$ cat src/rtl/pcr_arbiter.sv
// Two-requester round-robin arbiter in front of a single-outstanding PCR port.
// Optional WAIT timeout is enabled by defining PCR_ARB_TIMEOUT_EN.
module pcr_arbiter #(
    parameter logic CORE_ID        = 1'b0,
    parameter int   TIMEOUT_CYCLES = 256
) (
    input  logic        clk_i,
    input  logic        rstn_i,
    input  logic        req0_valid_i,
    input  logic [11:0] req0_addr_i,
    input  logic [63:0] req0_data_i,
    input  logic [2:0]  req0_we_i,
    output logic        req0_ready_o,
    output logic        resp0_valid_o,
    output logic [63:0] resp0_data_o,
    output logic        resp0_err_o,
    input  logic        req1_valid_i,
    input  logic [11:0] req1_addr_i,
    input  logic [63:0] req1_data_i,
    input  logic [2:0]  req1_we_i,
    output logic        req1_ready_o,
    output logic        resp1_valid_o,
    output logic [63:0] resp1_data_o,
    output logic        resp1_err_o,
    input  logic        pcr_req_ready_i,
    output logic        pcr_req_valid_o,
    output logic [11:0] pcr_req_addr_o,
    output logic [63:0] pcr_req_data_o,
    output logic [2:0]  pcr_req_we_o,
    output logic        pcr_req_core_id_o,
    input  logic        pcr_resp_valid_i,
    input  logic [63:0] pcr_resp_data_i,
    input  logic        pcr_resp_core_id_i,
    output logic        busy_o
);
    typedef enum logic [1:0] {S_IDLE, S_REQ, S_WAIT} state_t;

    state_t       r_state, w_next;
    logic         r_last, r_gid;
    logic [11:0]  r_addr;
    logic [63:0]  r_data;
    logic [2:0]   r_we;
    logic [1:0]   r_resp_valid;
    logic [1:0][63:0] r_resp_data;
    logic         w_gnt, w_acc, w_match, w_done, w_tout;

    // Tie goes to whoever was not granted last; a lone requester always wins.
    always_comb begin
        w_gnt   = (req0_valid_i && req1_valid_i) ? ~r_last : req1_valid_i;
        w_acc   = (r_state == S_IDLE) && (w_gnt ? req1_valid_i : req0_valid_i);
        w_match = pcr_resp_valid_i && (pcr_resp_core_id_i == CORE_ID);
        w_done  = (r_state == S_WAIT) && (w_match || w_tout);
    end

`ifdef PCR_ARB_TIMEOUT_EN
    logic [7:0] r_cnt;
    logic [1:0] r_resp_err;

    assign w_tout = (r_state == S_WAIT) && (r_cnt == 8'(TIMEOUT_CYCLES - 1)) && !w_match;

    always_ff @(posedge clk_i or negedge rstn_i) begin
        if (!rstn_i) begin
            r_cnt      <= '0;
            r_resp_err <= '0;
        end else begin
            if (r_state == S_REQ && pcr_req_ready_i) r_cnt <= '0;
            else if (r_state == S_WAIT)              r_cnt <= r_cnt + 8'd1;
            if (w_done) r_resp_err[r_gid] <= !w_match;
        end
    end

    assign resp0_err_o = r_resp_err[0];
    assign resp1_err_o = r_resp_err[1];
`else
    assign w_tout      = 1'b0;
    assign resp0_err_o = 1'b0;
    assign resp1_err_o = 1'b0;
`endif

    always_comb begin
        w_next = r_state;
        case (r_state)
            S_IDLE:  if (w_acc)           w_next = S_REQ;
            S_REQ:   if (pcr_req_ready_i) w_next = S_WAIT;
            S_WAIT:  if (w_done)          w_next = S_IDLE;
            default:                      w_next = S_IDLE;
        endcase
    end

    always_ff @(posedge clk_i or negedge rstn_i) begin
        if (!rstn_i) begin
            r_state      <= S_IDLE;
            r_last       <= 1'b1;
            r_gid        <= 1'b0;
            r_addr       <= '0;
            r_data       <= '0;
            r_we         <= '0;
            r_resp_valid <= '0;
            r_resp_data  <= '0;
        end else begin
            r_state      <= w_next;
            r_resp_valid <= '0;
            if (w_acc) begin
                r_last <= w_gnt;
                r_gid  <= w_gnt;
                r_addr <= w_gnt ? req1_addr_i : req0_addr_i;
                r_data <= w_gnt ? req1_data_i : req0_data_i;
                r_we   <= w_gnt ? req1_we_i   : req0_we_i;
            end
            // A response arriving on the timeout cycle takes priority over the error.
            if (w_done) begin
                r_resp_valid[r_gid] <= 1'b1;
                r_resp_data[r_gid]  <= w_match ? pcr_resp_data_i : '1;
            end
        end
    end

    assign req0_ready_o      = (r_state == S_IDLE) && !w_gnt;
    assign req1_ready_o      = (r_state == S_IDLE) &&  w_gnt;
    assign pcr_req_valid_o   = (r_state == S_REQ);
    assign pcr_req_addr_o    = r_addr;
    assign pcr_req_data_o    = r_data;
    assign pcr_req_we_o      = r_we;
    assign pcr_req_core_id_o = CORE_ID;
    assign busy_o            = (r_state != S_IDLE);
    assign resp0_valid_o     = r_resp_valid[0];
    assign resp1_valid_o     = r_resp_valid[1];
    assign resp0_data_o      = r_resp_data[0];
    assign resp1_data_o      = r_resp_data[1];

endmodule

$ cat config.mk
export PLATFORM = sky130hd
export DESIGN_NAME = pcr_arbiter
export DESIGN_NICKNAME = d
export VERILOG_FILES = /design/src/rtl/pcr_arbiter.sv
export SDC_FILE = /design/constraint.sdc
export NUM_CORES = 1
export LEC_CHECK = 0
export CORE_AREA = 2 2 175 177
export CTS_CLUSTER_DIAMETER = 200
export DETAILED_ROUTE_END_ITERATION = 16
export DIE_AREA = 0 0 177 179
export GPL_TIMING_DRIVEN = 0
export PLACE_DENSITY = 0.75
export REMOVE_ABC_BUFFERS = 1
export SLEW_MARGIN = 15
export SYNTH_ARGS = -nofsm -noshare
export SYNTH_HDL_FRONTEND = slang
export SYNTH_SLANG_ARGS = --single-unit
$ cat constraint.sdc
create_clock -name clk_i -period 2.1 [get_ports clk_i]
set_input_delay 0.21 -clock clk_i [delete_from_list [all_inputs] [get_ports clk_i]]
set_output_delay 0.21 -clock clk_i [all_outputs]
set_load 0.01 [all_outputs]
==> flow_summary.json <==
{
  "status": "finished clean",
  "final_hold_viol_count": 0,
  "cts_root_buffer": "clkbuf_16",
  "htree_num_levels": 1,
  "switching_share_pct": 29.6,
  "yosysMostFrequentCell": "dfrtp_1",
  "ys_seq_area_share_pct": 59.7,
  "crit_fanout": 41,
  "clk_latency_ps": 520,
  "fin_crit_ps": 2020,
  "vdd_drop_max_mv": 0.852,
  "layoutNonFillerInstCount": 1416,
  "start_util_pct": 29.7,
  "multi_input_area_mm2": 0.00339,
  "final_core_util_pct": 48.8,
  "seqCellArea_mm2": 0.00533,
  "syn_area_mm2": 0.00893,
  "synth_common_cells": "212 x dfrtp_1, 208 x mux2_2, 78 x mux2_1",
  "leakagePower_nw": 6.17,
  "ys_warn_count": 0,
  "ys.flop_type": "dfrtp_1",
  "avgSynthCellArea_um2": 16.1,
  "postSynthCellCount": 554,
  "synth-seq-cells": 213,
  "synth_cell_types": 22,
  "required_ps": 2490,
  "fmax_mhz": 495,
  "crit_path_cell_trace": "and4bb_2 > nor2b_4 > buf_12 > buf_16 > mux2_2",
  "drc": 0,
  "place_inst": 1369,
  "n_antenna_cell": 0,
  "worst_hold_slack_ps": 143,
  "setup.worst_path.class": "reg -> reg",
  "vias": 6383,
  "die_x_um": 177,
  "setup_tns_ps": 0,
  "synth_edf_count": 0,
  "crit_family": "simple AND/OR/NAND/NOR gates",
  "first_pass_iters": 6,
  "portBuffers": 441,
  "final-max-slew-violation-count": 0,
  "critPathSlowestCell": "dfrtp_1",
  "grt_pass1_wl_um": 38700,
  "power.share.sequential_pct": 35.2,
  "die_h_um": 179,
  "p_per_area_mw_per_mm2": 1360,
  "fillCellCount": 2619,
  "maxCapViolCount": 0,
  "ys_async_sr_fraction_pct": 100,
  "slowest_delay_ps": 460,
  "setup_viol": 0,
  "path_clk_slew_ps": 60,
  "yosysTopAreaCellShare_pct": 59.4,
  "wl_per_cell_um": 18.7,
  "num_io_pins": 445,
  "nets": 1234,
  "p_clk_share_pct": 20.3,
  "p_sw_mw": 5.93,
  "fin_crit_sh_pct": 96.1,
  "core_area_mm2": 0.0300,
  "clkSinkCount": 213,
  "cts_tree": "done",
  "relSlewSlack_pct": 54.6,
  "p_total_mw": 20.0,
  "grt.overflow.total": 0,
  "tightest_slew_ps": 681,
  "critPathCaptureType": "flip-flop",
  "dpl.hpwl_um": 19700,
  "hp-class": "in -> async",
  "p_int_mw": 14.1,
  "grt_start_max_net_pins": 103,
  "design.die.area_mm2": 0.0317,
  "first_iter_violations": 142,
  "cts_buffers": 25,
  "antenna_found_initial": 0,
  "ys_top_cells_by_area": "dfrtp_1 59%, mux2_2 26%, mux2_1 9.8%",
  "vias_per_cell": 4.51,
  "syn2layout_area_growth_pct": 64.1,
  "drive_above_1_share_pct": 26.1,
  "grt_pass1_vias": 6843,
  "grt_setup_unrepaired": "no",
  "crit_buf_inv": 2,
  "grt.total_usage_pct": 15.8,
  "rows": 64,
  "p_comb_share_pct": 44.5,
  "cts_buffer_depth": 3,
  "start_kind": "flip-flop",
  "ant_nets": 0,
  "drt_wl_total_um": 26500,
  "arrival_ps": 2410,
  "yosysTopAreaCell": "dfrtp_1",
  "fin_skew_ps": 10.2,
  "globalplace.congestion": 0.738
}
## cell type report
class,count,share of cell area [%]
Timing Repair Buffer,454,31.8
Multi-Input combinational cell,307,23.1
Sequential cell,213,36.4
Tap cell,396,3.38
Inverter,4,0.102
Clock inverter,7,0.452
Clock buffer,35,4.73
## cell usage in the layout (no fill, tap or decap), types with 2 or more instances in the layout
cell	instances
clkdlybuf4s50_1	438
dfrtp_1	211
mux2_2	208
mux2_1	78
clkbuf_16	25
clkbuf_1	7
buf_16	5
inv_1	4
clkinv_2	4
buf_12	4
o21ai_0	3
conb_1	3
clkbuf_8	3
buf_4	3
a21bo_2	2
dlygate4sd2_1	2
## worst reg2reg max path: cells and delay by family (launching register included)
kind	cells	cell delay, ps
flops	1	460
buf+inv	2	440
mux	1	430
simple gates	2	560
## final timing paths
| kind | from | end | slack, ps | cells after the start |
|---|---|---|---|---|
| max | r_state[0]$_DFFE_PN0P_ | resp0_data_o[14]$_DFFE_PN0P_ | 80 | 5 |
| max in group asynchronous | rstn_i | pcr_req_data_o[12]$_DFFE_PN0P_ | 1170 | 3 |
| max reg2reg | r_state[0]$_DFFE_PN0P_ | resp0_data_o[14]$_DFFE_PN0P_ | 80 | 5 |
| min in group clk_i | pcr_req_ready_i | r_state[1]$_DFFE_PN0P_ | 280 | 3 |
| min | rstn_i | resp1_data_o[39]$_DFFE_PN0P_ | 140 | 2 |
| min reg2reg | pcr_req_addr_o[3]$_DFFE_PN0P_ | pcr_req_addr_o[3]$_DFFE_PN0P_ | 500 | 1 |
## flip-flops by register name, summed over array words and instances, names as in the netlist
register / flops
pcr_req_data_o: 64
resp0_data_o: 64
resp1_data_o: 64
pcr_req_addr_o: 12
pcr_req_we_o: 3
r_resp_valid: 2
r_state: 2
r_gid: 1
r_last: 1
## logic make-up after synthesis
logic type	share of synthesized area, %
muxes	36.1
buffers and inverters	3.14
other	0.0420
AOI/OAI and AO/OA	0.546
DFF	59.7
and+or+nand+nor	0.532
## power by group through the flow
stage	clock, mW	combinational (mW)	sequential (mW)
after floorplan	0	2.75	7.84
after global placement	0	8.36	6.93
after detailed placement	0	8.95	7.07
after CTS	4.21	9.02	7.05
after global routing	4.36	9.43	7.28
final	4.06	8.90	7.03
## what timing repair did
action / in CTS / in global routing
endpoints found under the hold margin: 212 / 0
resized for setup: 4 / 1
buffers inserted: 3 / 0
hold buffers: 1 / 0
endpoints found under the setup margin: 69 / 1
gates cloned: 2 / 0
## per-layer routing
layer	global-route usage (%)	share of wire (%)	routed length (µm)	vias up
li1	-	-	-	2885
met1	16.7	35	9380	3143
met2	28.5	50	13400	315
met3	6.79	12	3150	40
met4	4.58	2.3	618	0
met5	0	0	0	-
## metrics by stage
step / area (µm²) / setup WS, ps
CTS: 14700 / 36.5
global route: 14700 / 14.8
finish: 14700 / 81.0
floorplan: 8670 / -2310
detailed placement: 13900 / -437
global placement: 13600 / -8370
No activity file was read; power rests on OpenSTA's default activity.
